**src/rtl/rx_frame_parser.sv**
```systemverilog
// Byte-stream frame parser: HEADER, length byte, then payload bytes, with an idle timeout.
// Optional trailing XOR checksum byte is enabled by defining RX_CHECKSUM_EN.
module rx_frame_parser #(
  parameter logic [7:0] HEADER  = 8'hA5,
  parameter int         MAX_LEN = 16,
  parameter int         TIMEOUT = 64
) (
  input  logic       clk,
  input  logic       arst,
  input  logic [7:0] in_data,
  input  logic       in_valid,
  output logic [7:0] data_out,
  output logic       data_valid,
  output logic       frame_start,
  output logic       frame_done,
  output logic       frame_err,
  output logic [7:0] length_out,
  output logic       busy
);

`ifdef RX_CHECKSUM_EN
  typedef enum logic [1:0] {IDLE, LEN, DATA, CHK} state_t;
`else
  typedef enum logic [1:0] {IDLE, LEN, DATA} state_t;
`endif

  localparam logic [15:0] TIMEOUT_M1 = 16'(TIMEOUT - 1);

  state_t      state_q, state_d;
  logic [7:0]  byte_cnt_q, byte_cnt_d;
  logic [15:0] idle_cnt_q, idle_cnt_d;
  logic [7:0]  data_d, len_d;
  logic        dv_d, start_d, done_d, err_d;
  logic        len_ok, last_byte;
`ifdef RX_CHECKSUM_EN
  logic [7:0]  csum_q, csum_d;
`endif

  assign len_ok    = (in_data != 8'd0) && (int'(in_data) <= MAX_LEN);
  assign last_byte = (byte_cnt_q + 8'd1) == length_out;

  // NOTE: every variable gets a default before the case so no latch is inferred.
  always_comb begin
    state_d    = state_q;
    byte_cnt_d = byte_cnt_q;
    idle_cnt_d = idle_cnt_q;
    data_d     = data_out;
    len_d      = length_out;
    dv_d       = 1'b0;
    start_d    = 1'b0;
    done_d     = 1'b0;
    err_d      = 1'b0;
`ifdef RX_CHECKSUM_EN
    csum_d     = csum_q;
`endif
    if (state_q != IDLE && !in_valid) begin
      // Mid-frame silence: abort once TIMEOUT consecutive idle cycles have elapsed.
      if (idle_cnt_q == TIMEOUT_M1) begin
        err_d      = 1'b1;
        state_d    = IDLE;
        idle_cnt_d = '0;
      end else begin
        idle_cnt_d = idle_cnt_q + 16'd1;
      end
    end else begin
      idle_cnt_d = '0;
      if (in_valid) begin
        case (state_q)
          IDLE: begin
            if (in_data == HEADER) begin
              state_d = LEN;
              start_d = 1'b1;
`ifdef RX_CHECKSUM_EN
              csum_d  = HEADER;
`endif
            end
          end
          LEN: begin
            len_d = in_data;
            if (len_ok) begin
              state_d    = DATA;
              byte_cnt_d = '0;
`ifdef RX_CHECKSUM_EN
              csum_d     = csum_q ^ in_data;
`endif
            end else begin
              err_d   = 1'b1;
              state_d = IDLE;
            end
          end
          DATA: begin
            data_d     = in_data;
            dv_d       = 1'b1;
            byte_cnt_d = byte_cnt_q + 8'd1;
`ifdef RX_CHECKSUM_EN
            csum_d     = csum_q ^ in_data;
            if (last_byte) state_d = CHK;
`else
            if (last_byte) begin
              state_d = IDLE;
              done_d  = 1'b1;
            end
`endif
          end
`ifdef RX_CHECKSUM_EN
          CHK: begin
            state_d = IDLE;
            if (in_data == csum_q) done_d = 1'b1;
            else                   err_d  = 1'b1;
          end
`endif
          default: state_d = IDLE;
        endcase
      end
    end
  end

  // NOTE: sequential state uses non-blocking assignments so all registers update together.
  always_ff @(posedge clk) begin
    if (!arst) begin
      // NOTE: reset clears every register, so a frame in flight is dropped without any strobe.
      state_q     <= IDLE;
      byte_cnt_q  <= '0;
      idle_cnt_q  <= '0;
      data_out    <= '0;
      length_out  <= '0;
      data_valid  <= 1'b0;
      frame_start <= 1'b0;
      frame_done  <= 1'b0;
      frame_err   <= 1'b0;
      busy        <= 1'b0;
`ifdef RX_CHECKSUM_EN
      csum_q      <= '0;
`endif
    end else begin
      state_q     <= state_d;
      byte_cnt_q  <= byte_cnt_d;
      idle_cnt_q  <= idle_cnt_d;
      data_out    <= data_d;
      length_out  <= len_d;
      data_valid  <= dv_d;
      frame_start <= start_d;
      frame_done  <= done_d;
      frame_err   <= err_d;
      busy        <= (state_d != IDLE);
`ifdef RX_CHECKSUM_EN
      csum_q      <= csum_d;
`endif
    end
  end

endmodule

```
**config.mk**
```make
export PLATFORM = sky130hd
export DESIGN_NAME = rx_frame_parser
export DESIGN_NICKNAME = d
export VERILOG_FILES = /design/src/rtl/rx_frame_parser.sv
export SDC_FILE = /design/constraint.sdc
export NUM_CORES = 1
export LEC_CHECK = 0
export BUFFER_PORTS_ARGS = -buffer_cell sky130_fd_sc_hd__buf_2
export CAP_MARGIN = 20
export CORE_ASPECT_RATIO = 1.5
export CORE_MARGIN = 2
export CORE_UTILIZATION = 48
export DETAILED_ROUTE_END_ITERATION = 16
export PLACE_DENSITY = 0.69
export SYNTH_ARGS = -nofsm -noshare
export SYNTH_HDL_FRONTEND = slang
export SYNTH_SLANG_ARGS = --single-unit
```
**constraint.sdc**
```tcl
create_clock -name clk -period 1.9 [get_ports clk]
set_input_delay 0.38 -clock clk [delete_from_list [all_inputs] [get_ports clk]]
set_output_delay 0.38 -clock clk [all_outputs]
set_load 0.01 [all_outputs]
```
==> results.md <==
- Die Y: 86.9 um
- Critical Path RT: 2.10 ns
- Wire length of the first global-routing pass: 7.87 mm
- Xor/xnor share of the synthesized area: 8.76%
- Area leader, netlist: sky130_fd_sc_hd__dfxtp_1
- Final Non-Filler Cells: around 350
- Detail-routed net length per standard cell: 14.0 um
- Simple logic cell fraction of the synthesized area: between 20 and 30%
- Buf+Inv Stages, Crit Path: 1
- Critical path data arrival time: 2.02 ns
- Unrepaired setup endpoints after global routing: true
- Share of the synthesized area in the top cell type: between 40% and 50%
- Total CTS buffers: 5
- Met2 layer usage reported by global route: approximately a third
- Post-route cell area: between 2000 and 3000 um^2
- Warning count from the yosys run: 0
- Post-route DRC violation count: 0
- Starting Density: 49.2%
- Area added between synthesis and finish: 21.6%
- Worst Hold Margin: 0.357 ns
- #FFs+latches synth: 47
- Layout Nets: ~320
- GRT Util Overall: 20.1%
- Critical Path Sink Type: flip-flop
- Actual slew at the worst max-slew pin: 0.557 ns
- Largest cells by area after synthesis: sky130_fd_sc_hd__dfxtp_1 43%, sky130_fd_sc_hd__nor2_1 6.0%, sky130_fd_sc_hd__nand2_1 5.0%
- Max Fanout on Critical Path: 16
- Power Density: 678 nW/um^2
- Nature of the critical path startpoint: flip-flop
- Main combinational cell family by area after synthesis: simple AND/OR/NAND/NOR gates
- Highest achievable clock rate: 0.549 GHz
- Critical-path cell with the highest stage delay: sky130_fd_sc_hd__or4bb_1
- Commonest cells post-synth: 47 x sky130_fd_sc_hd__dfxtp_1, 35 x sky130_fd_sc_hd__nor2_1, 29 x sky130_fd_sc_hd__nand2_1, 20 x sky130_fd_sc_hd__a21oi_1
- Period utilization: 95.9%
- Overall power: 1.81 mW
- Beginning of the worst register-to-register path: idle_cnt_q[11]$_SDFF_PP0_
- Primary flip-flop cell chosen by synthesis mapping: sky130_fd_sc_hd__dfxtp_1
- Clock insertion delay at the later pin of the skew report: roughly 0.30 ns
- Reg clk slew, reported paths: about 0.090 ns
- Gpl congestion: 0.861
- Ports: 32
- Die span in x: 59.3 um
- Total leakage power: approximately 1.1 nW
- Mapped Cells: 254
- Count of hold-fix buffers inserted at cts: 0
- Sequential-to-total area share from yosys stat: around 43%
- Netlist area before placement: 2200 um^2
- Reg2reg path depth: 5
- Number of failing setup endpoints in the final timing report: 0
- Post-layout minimum cycle time: 1.82 ns
- Sum of routed wire length over all layers: approximately 5 mm
- Global route hottest layer: met2
- First-pass iteration count of the detailed router: 4
- Total via count in the routed design: about 2,000
- Critical path class: reg2reg
- Sum of net half-perimeters after detailed placement: 3.68 mm
- Total placed instance area: 2520 um^2
- Synth Area in Compound Gates: 10.8%
- Endpoint of the worst register-to-register path: idle_cnt_q[7]$_SDFF_PP0_
- Number of buffers inserted by port buffering: 31
- Levels on crit path: 5
- Launch point of the worst path: idle_cnt_q[11]$_SDFF_PP0_
- DRC marker count from the first detailed-route iteration: 37
- Cell depth of the worst hold path: 3
- Floorplan Core Area: 4470 um^2
- DP Worst Slack: -0.00424 ns
- Largest delay share family, worst path: simple AND/OR/NAND/NOR gates
- Setup Buffers After CTS: 0
- Arithmetic-cell share of the synthesized area counting full adders, half adders and majority gates: 1.14%
- Count of H-tree levels built during CTS: 2
- Final count of hold timing violations: 0
- Post-synth EDFFs: 0
- Total nets after synthesis: 267
- Final worst slack: 0.0780 ns
- Max clock buf depth: 2
- Via count of the first global-routing pass: 1,852
- Worst Clk Skew: around 0.0066 ns
- Met3 track demand over resource: 5.50%
- Cell-by-cell trace of the critical path: or4bb_1 -> nor4_4 -> or4_1 -> buf_12 -> nor2_1
- Count of distinct cell types in the synthesized netlist: 45
- Number of clock sinks seen by CTS: 47
- Layout cell share with drive strength beyond 1: 24.7%
- Instance count after placement with tap cells included: 344
- Antenna cells: 0
- CTS tree: built
- M1 GR Usage: a little over a fifth
- Setup slack, reg-to-reg: 0.08 ns
- Mux cell area share after synthesis: under 10%
- Largest net degree at the start of global routing: 27
- HP Class: in2reg
- Reported max-cap violation count: 0
- Post-DRT Antenna Nets: 0
- Slew Viols, Final: 0
- Max-slew headroom: a little over three fifths
- Leftover overflow at the end of global routing: 0
- Root Driver: sky130_fd_sc_hd__clkbuf_8
- Worst voltage drop across the vdd grid: 0.460 mV
- Die outline area: 5150 um^2
- Critical Path Max Stage Delay: about 0.55 ns
- Standard-cell rows: 30
- Antenna violations before repair: 0
- CP Capture Point: idle_cnt_q[7]$_SDFF_PP0_
- Synth async-reset ratio: 0%
- Most common cell in the netlist: sky130_fd_sc_hd__dfxtp_1
- Outcome: finished, final reports clean
- Post-detailed-route via-to-cell ratio: around 5.6
- Average instance area after synthesis: between 8 and 9 um^2
-- routing by layer --
metal  vias up  wire length, um
li1        978                -
met2        37             2580
met1       929             1990
met4         0              183
met3        17              180
met5         -                0
-- cell families after synthesis --
group                      after synthesis
AOI/OAI and AO/OA                       40
xor gates and xnor gates                22
adders and majority gates                2
buffers and inverters                   15
DFF                                     47
muxes                                    9
and+or+nand+nor                        119
-- registers in the layout (all words and copies together), names as in the netlist --
signal	flops
busy	1
byte_cnt_q	8
data_out	8
data_valid	1
frame_done	1
frame_err	1
frame_start	1
idle_cnt_q	16
length_out	8
state_q	2
-- cells in the final DEF (no fill, tap or decap), drive strengths merged, types with 3 or more instances in the layout --
| cell type | netlist | routed |
|---|---|---|
| buf | 3 | 53 |
| dfxtp | 47 | 47 |
| nor2 | 37 | 37 |
| nand2 | 29 | 29 |
| a21oi | 20 | 20 |
| xor2 | 11 | 11 |
| xnor2 | 11 | 11 |
| o21ai | 9 | 9 |
| mux2i | 8 | 8 |
| nand3 | 7 | 7 |
| clkbuf | 8 | 6 |
| or4 | 6 | 6 |
| nor3 | 6 | 6 |
| nor4 | 5 | 5 |
| nand3b | 4 | 4 |
| nor2b | 4 | 4 |
| and3 | 4 | 4 |
| or3 | 4 | 4 |
| inv | 3 | 4 |
| nor3b | 3 | 3 |
-- area by class of cell --
type	count	area, um^2
Clock buffer	6	82.6
Clock inverter	2	38.8
Fill cell	404	1790
Inverter	4	15.0
Multi-Input combinational cell	192	1200
Sequential cell	47	941
Tap cell	48	60.1
Timing Repair Buffer	53	333
-- worst min path at each step --
stage                             start                  endpoint  slack (ns)
3_3_place_gp   data_out[6]$_SDFFE_PN0P_  data_out[6]$_SDFFE_PN0P_        0.45
2_1_floorplan  idle_cnt_q[0]$_SDFF_PP0_  idle_cnt_q[0]$_SDFF_PP0_        0.44
4_1_cts                      in_data[1]  data_out[1]$_SDFFE_PN0P_        0.35
3_5_place_dp   data_out[6]$_SDFFE_PN0P_  data_out[6]$_SDFFE_PN0P_        0.45
6_report                     in_data[1]  data_out[1]$_SDFFE_PN0P_        0.36
5_1_grt                      in_data[1]  data_out[1]$_SDFFE_PN0P_        0.35
-- timing repair --
item,CTS,global route
endpoints found under the setup margin,1,2
pin swaps,0,4
gates resized for setup,1,5
-- per-stage QoR --
| step | setup TNS, ns | utilization [%] |
|---|---|---|
| floorplan | 0 | - |
| global placement | -0.0133 | 56.5 |
| detailed placement | -0.00424 | 56.5 |
| CTS | 0 | 59.4 |
| global route | -0.0213 | 59.8 |
| finish | 0 | 59.8 |
-- worst min-delay path: stages --
cell and delay, ns:
sky130_fd_sc_hd__buf_2 0.12, sky130_fd_sc_hd__nand2_1 0.06, sky130_fd_sc_hd__a21oi_1 0.05
-- power breakdown --
group | switching (mW) | total (mW) | internal, mW | leakage (nW)
Combinational | 0.0302 | 0.0470 | 0.0168 | 0.694
Clock | 0.348 | 0.781 | 0.433 | 0.0618
Sequential | 0.000160 | 0.984 | 0.984 | 0.378
Note: power is estimated with default switching activity, not from simulation.
